### config.mk
export PLATFORM = sky130hd
export DESIGN_NAME = ram_responder
export DESIGN_NICKNAME = d
export VERILOG_FILES = /design/src/rtl/ram_responder.sv
export SDC_FILE = /design/constraint.sdc
export NUM_CORES = 2
export LEC_CHECK = 0
export ABC_CLOCK_PERIOD_IN_PS = 9200
export CORE_MARGIN = 2
export CORE_UTILIZATION = 42
export CTS_CLUSTER_DIAMETER = 200
export DETAILED_ROUTE_END_ITERATION = 10
export PLACE_DENSITY = 0.57
export SYNTH_ARGS = -nofsm -noshare
export SYNTH_HDL_FRONTEND = slang
export SYNTH_SLANG_ARGS = --single-unit
### constraint.sdc
create_clock -name clk -period 9.2 [get_ports clk]
set_clock_uncertainty 0.2 [all_clocks]
set_input_delay 1.84 -clock clk [delete_from_list [all_inputs] [get_ports clk]]
set_output_delay 1.84 -clock clk [all_outputs]
set_load 0.005 [all_outputs]
### src/rtl/ram_responder.sv
// 256x8 processor RAM with a streaming program loader.
// The processor is held off while a program image is loaded.
module ram_responder #(
  parameter bit BOOT_LOAD = 1'b1
) (
  input  logic       clk,
  input  logic       rst_n,
  input  logic [7:0] ram_addr,
  input  logic [7:0] ram_data,
  input  logic       ram_we,
  output logic [7:0] ram_out,
  input  logic       ld_start,
  input  logic [7:0] ld_base,
  input  logic [7:0] ld_len,
  input  logic       ld_valid,
  input  logic [7:0] ld_data,
  output logic       ld_ready,
  output logic       ld_done,
  output logic       cpu_hold,
  output logic [7:0] wr_count
);

  // state | meaning
  // HOLD  | idle after reset, processor stalled, waiting for ld_start
  // LOAD  | accepting loader bytes into memory, processor stalled
  // RUN   | processor owns the memory
  typedef enum logic [1:0] {HOLD, LOAD, RUN} state_t;

  localparam state_t RESET_STATE = BOOT_LOAD ? HOLD : RUN;

  state_t     state;
  logic [7:0] ptr;
  logic [8:0] remaining;
  logic [7:0] mem [256];

  logic run_we;
  logic load_accept;
  logic last_byte;

  assign run_we      = (state == RUN) && ram_we;
  assign load_accept = (state == LOAD) && ld_valid;
  assign last_byte   = load_accept && (remaining == 9'd1);

  assign ld_ready = (state == LOAD);
  assign cpu_hold = (state != RUN);
  // Zero-latency read so an MBR capture right after the MAR update sees current data.
  assign ram_out  = ((state == RUN) && rst_n) ? mem[ram_addr] : 8'h00;

  // Memory contents survive reset, so this block has no reset branch.
  always_ff @(posedge clk) begin
    if (run_we)
      mem[ram_addr] <= ram_data;
    else if (load_accept)
      mem[ptr] <= ld_data;
  end

  always_ff @(posedge clk or negedge rst_n) begin
    if (!rst_n) begin
      state     <= RESET_STATE;
      ptr       <= 8'h00;
      remaining <= 9'd0;
      ld_done   <= 1'b0;
      wr_count  <= 8'h00;
    end else begin
      ld_done <= 1'b0;
      case (state)
        HOLD, RUN: begin
          if (ld_start) begin
            state     <= LOAD;
            ptr       <= ld_base;
            remaining <= {(ld_len == 8'h00), ld_len};
            wr_count  <= 8'h00;
          end else if (run_we && (wr_count != 8'hFF)) begin
            wr_count <= wr_count + 8'h01;
          end
        end
        LOAD: begin
          if (load_accept) begin
            ptr       <= ptr + 8'h01;
            remaining <= remaining - 9'd1;
            if (last_byte) begin
              state   <= RUN;
              ld_done <= 1'b1;
            end
          end
        end
        default: state <= RESET_STATE;
      endcase
    end
  end

endmodule

# --- Word level (Yosys, flattened, before mapping) ---
# Memories as Yosys holds them, arrays and structs flattened.
# Index checks and enable logic that the tools add are counted.
word_totals:
  out_inout_bits: 19
  latch_bits: 0
  wordCells: 55
  inputBits: 45
  regBits: 28
  mem_bits_rw: 2048
  romBits: 0
  n_memories: 1
classes:
  shift: 0
  add_sub_neg: 3
  n_eq_ne: 8
  n_lt_le_gt_ge: 0
  n_div: 0
  reduce_logical: 14
  mux: 24
  n_bitwise: 0
  multipliers: 0
memory_table:
  columns: ["memory", "depth", "width", "rd", "rd_clocked_by_memory_dff", "write_ports", "line", "source"]
  rows:
  - ["mem", 256, 8, 1, 0, 1, "34", "logic [7:0] mem [256];"]
op_table:
  columns: ["cell", "n"]
  rows:
  - ["$mux 8", 7]
  - ["$mux 9", 2]
  - ["$pmux 9 s2", 1]
  - ["$add 8x1->8 const B", 2]
  - ["$pmux 8 s2", 1]
  - ["$eq 9x1->1 const B", 1]
  - ["$mux 1", 9]
  - ["$sub 9x1->9 const B", 1]
  - ["$logic_not 8->1", 1]
  - ["$ne 8x8->1 const B", 1]
  - ["$reduce_or 8->1", 1]
  - ["$mux 2", 3]
  - ["$reduce_and 3->1", 2]
  - ["$logic_and 1x1->1", 5]
  - ["$ne 2x1->1 const B", 2]
  - ["$ne 2x2->1 const B", 2]
  - ["$pmux 2 s2", 1]
  - ["$reduce_bool 2->1", 2]
  - ["$eq 2x1->1 const B", 1]
  - ["$eq 2x2->1 const B", 1]
  - ["$logic_not 2->1", 1]
  - ["$reduce_and 2->1", 1]
  - ["$reduce_or 2->1", 1]

# --- Logic depth before layout (Yosys ltp) ---
logic_depth:
  ltp_word: 7
  mapped_depth: 12
  mapped_depth_nobuf: 8

# --- Worst setup path before layout ---
# No wires, ideal clock.
synth_timing:
  kind: "input to register"
  start: "input ld_valid"
  end: "memory mem[0][0], data pin"
  setup_ps: 825
  t_required_ps: 8175
  arrival_time_ps: 5523
  stages: 5
  path_buffers: 2
  slack_ps: 2652
  cell_sequence: "and2_1 -> buf_2 -> buf_2 -> nand2_1 -> nand2_1"
synth_via:
  elab_chain_cells: 6
synth_rtl:
  columns: ["element", "line", "source"]
  rows:
  - ["from (decl)", "15", "input logic ld_valid,"]
  - ["$logic_and 1x1->1", "41", "assign load_accept = (state == LOAD) && ld_valid;"]
  - ["$mux 1", "53", "else if (load_accept)"]
  - ["$mux 1", "51", "if (run_we)"]
  - ["$mux 1 (implied by the code)", "54", "mem[ptr] <= ld_data;"]
  - ["$reduce_or 8->1 (no source line)", null, null]
  - ["$mux 8 (no source line)", null, null]
  - ["to (decl)", "34", null]
# Every way passes these cells.

# --- Worst setup path in the final report ---
layout_timing:
  start: "input ram_addr[5]"
  end: "output ram_out[3]"
layout_via:
  elab_chain_cells: 2
layout_rtl:
  columns: ["element", "line", "source"]
  rows:
  - ["from (decl)", "8", "input logic [7:0] ram_addr,"]
  - ["$mem_v2 256x8", null, null]
  - ["$mux 8", "47", "assign ram_out = ((state == RUN) && rst_n) ? mem[ram_addr] : 8'h00;"]
  - ["to (decl)", "11", "output logic [7:0] ram_out,"]
# Every way passes these cells.

==> flow_metrics.py <==
metrics = {
    "yosys": {
        "synth_top_family_by_area": "multiplexers",
        "yosysMostFrequentCell": "edfxtp_1",
        "ys_seq_elements": 2076,
        "synth_top_area_cell": "edfxtp_1",
        "synth.distinct_cells": 75,
        "synthFlopType": "edfxtp_1",
        "yosys_warnings": 0,
        "muxShareOfSynthArea_pct": 14.0,
        "synth_area_per_cell_sq_um": 19.4,
        "synth_fa_ha_area_share_pct": 0.0608,
        "async_flop_share_pct": 1.35,
        "synth_nets": 4285,
        "synth_common_cells": "2048 x edfxtp_1, 338 x mux2i_1, 319 x nor2_1",
        "synth-simple-area-share_pct": 3.90,
        "synth_compound_gate_area_share_pct": 4.06,
        "yosysSeqAreaShare_pct": 75.6,
        "syn_area_sq_um": 82300,
        "synth_xor_area_share_pct": 0.0532,
        "synth_edf_count": 2048,
        "yosys-top-cells-area": "edfxtp_1 75%, mux4_2 8.6%, mux2i_1 4.1%",
        "synth.top_cell.area_share_pct": 74.7,
        "synth_cells": 4236,
    },
    "layout": {
        "nNetsFinal": 4436,
        "drive_gt1_share_pct": 17.0,
        "fin_area_sq_um": 92300,
        "area_growth_syn_to_layout_pct": 12.1,
    },
    "setup_path": {
        "cp-start-kind": "input pin",
        "cpPeakStageDelay_ns": 1.20,
        "critPathMaxFanout": 18,
        "worst_path_most_repeated_cell": "clkdlybuf4s50_1",
        "path_class": "in -> out",
        "critPathCaptureType": "primary output",
        "worst_path_max_delay_cell": "o32ai_1",
        "cp.required_ns": 7.16,
        "worstPathCellList": "clkdlybuf4s50_1 -> and3b_1 -> nand2_1 -> o22ai_1 -> nor3_1 -> nand3_1 -> o32ai_1 -> buf_4 -> clkdlybuf4s50_1",
        "cp.arrival_ns": 6.69,
    },
    "grt": {
        "gr-total-overflow": 0,
        "grt_use_total_pct": 22.7,
        "grt_pass1_vias": 42300,
        "grt_max_degree": 241,
        "antenna_found_initial": 6,
        "grt_pass1_wl_um": 322000,
    },
    "clock_tree": {
        "post_cts_buffers": 0,
        "postCtsResizedCells": 0,
        "clock-sinks": 2076,
        "h-tree-depth": 4,
        "worstSkewPairLatency_ns": 0.84,
        "cts.clk_slew.worst_paths_ns": 0.06,
        "clockBufferDepth": 3,
        "cts_buffers": 210,
        "ctsHoldBuffers": 0,
        "cts_tree": "done",
        "cts-root-buf": "clkbuf_16",
    },
    "timing": {
        "setup_viol": 0,
        "hold_violations": 0,
        "fin_crit_sh_pct": 94.9,
        "period_minus_slack_ns": 8.73,
        "timing.fmax_ghz": 0.115,
        "tightest_slew_ns": 1.38,
        "slew_viol_final": 0,
        "grt_setup_unrepaired": "no",
        "slew_headroom_pct": 7.49,
        "tns_ns": 0,
    },
    "die": {
        "die_height_um": 447,
        "die_w_um": 447,
        "dieArea_sq_um": 200000,
        "core_area_sq_um": 195000,
        "num_io_pins": 64,
        "rows": 162,
        "start_util_pct": 42.3,
    },
    "status": {
        "outcome": "complete, no violations",
    },
    "drt": {
        "drtIter0Drc": 4778,
        "first_pass_iters": 5,
        "viasPerCell": 5.94,
        "drc": 0,
        "vias": 42700,
        "ant_nets": 0,
        "routed_wl_um": 226000,
        "post_drt_wl_per_cell_um": 31.5,
    },
    "power": {
        "finalPower_mw": 20.6,
        "vdd_drop_max_v": 0.000188,
        "power_density_nw_per_um2": 223,
        "p_leak_nw": 29.1,
    },
    "placement": {
        "io_buffers": 63,
        "globalplace.congestion": 0.871,
        "dpl_cell_area_sq_um": 85700,
        "hpwlAfterDp_um": 142000,
    },
    "job": {
        "max-cap-violations": 0,
    },
    "worst_hold_path": {
        "hp-class": "reg -> reg",
    },
}
power by group:
part	total, mW	internal, mW	leakage, nW	switching, mW
Combinational	1.53	0.403	7.11	1.13
Sequential	10.8	10.7	18.8	0.0797
Clock	8.28	4.63	3.21	3.65
Total	20.6	15.7	29.1	4.86
cells by family (layout without fill, tap and decap cells):
| logic type | Yosys count | in the layout |
|---|---|---|
| flops | 2076 | 2076 |
| fa+ha+maj | 4 | 4 |
| simple gates | 715 | 715 |
| compound gates | 478 | 478 |
| other cells | 0 | 1 |
| buf+inv | 258 | 586 |
| xor+xnor | 5 | 5 |
| mux | 700 | 700 |
flip-flops by register name (all words and copies together), names as in the netlist:
signal and flops:
state 2, remaining 9, ld_done 1, wr_count 8, ptr 8, mem 2048
per-stage QoR:
| stage | worst slack, ns | std cells | hold slack [ns] | utilization, % |
|---|---|---|---|---|
| 2_1_floorplan | 2.65 | 4236 | 0.250 | - |
| 3_3_place_gp | 0.508 | 6799 | 0.272 | 44.0 |
| 3_5_place_dp | 0.497 | 6799 | 0.286 | 44.0 |
| 4_1_cts | 0.474 | 7188 | 0.303 | 47.4 |
| 5_1_grt | 0.369 | 7188 | 0.332 | 47.4 |
| 6_report | 0.467 | 7189 | 0.304 | 47.4 |
critical path: cells and delay by family:
family | cells | cell delay, ns
buf+inv | 3 | 1.84
compound gates | 2 | 1.32
simple gates | 4 | 1.63
metal layers:
layer | part of all wire, % | global-route usage [%] | vias up
li1 | - | - | 17800
met1 | 42 | 31.9 | 22800
met2 | 48 | 36.0 | 1807
met3 | 7.3 | 3.94 | 381
met4 | 3.3 | 7.43 | 6
met5 | 0.016 | 0 | -
final cells by class:
cell class,instances,area (sq um)
multi-input combinational,1902,18300
clock buffer,262,5490
clock inverter,127,1130
inverter,5,18.8
timing repair buffer,192,1890
tap,2624,3280
antenna,1,2.50
sequential,2076,62200
fill,16100,102000
final timing paths:
path / startpoint / endpoint / slack, ns / cells after the start
setup / recovery: ram_addr[5] / ram_out[3] / 0.47 / 9
hold / removal: remaining[7] / remaining[7] / 0.30 / 2
setup reg to reg: state[0] / mem[230][2] / 2.79 / 7
hold reg to reg: remaining[7] / remaining[7] / 0.30 / 2
max in group asynchronous: rst_n / remaining[3] / 6.88 / 2
min in group asynchronous: rst_n / ptr[6] / 1.18 / 1
cell usage in the layout (no fill, tap or decap), types with 5 or more instances in the layout:
cell             count
edfxtp_1          2048
mux2i_1            338
nor2_1             318
mux4_2             314
clkbuf_16          212
nand2_1            147
buf_4              107
o22ai_1            103
a21oi_1             76
nor3_1              73
o221ai_1            69
a22oi_1             67
clkinv_1            59
clkdlybuf4s50_1     58
nand3_1             53
clkbuf_1            50
a211oi_1            49
o21ai_0             40
mux4_1              35
clkinv_2            32
dfrtp_1             28
buf_12              23
nand3b_1            21
a2111oi_0           16
nor4_1              14
nand4_1             14
bufinv_16           14
mux2_2              13
nor2b_1             10
or3_1                9
nand2_4              8
o21ai_1              7
nand2b_1             6
a211o_1              6
o31ai_1              6
and2_1               6
clkinvlp_4           6
nand3_2              5
Note: power is estimated with default switching activity, not from simulation.
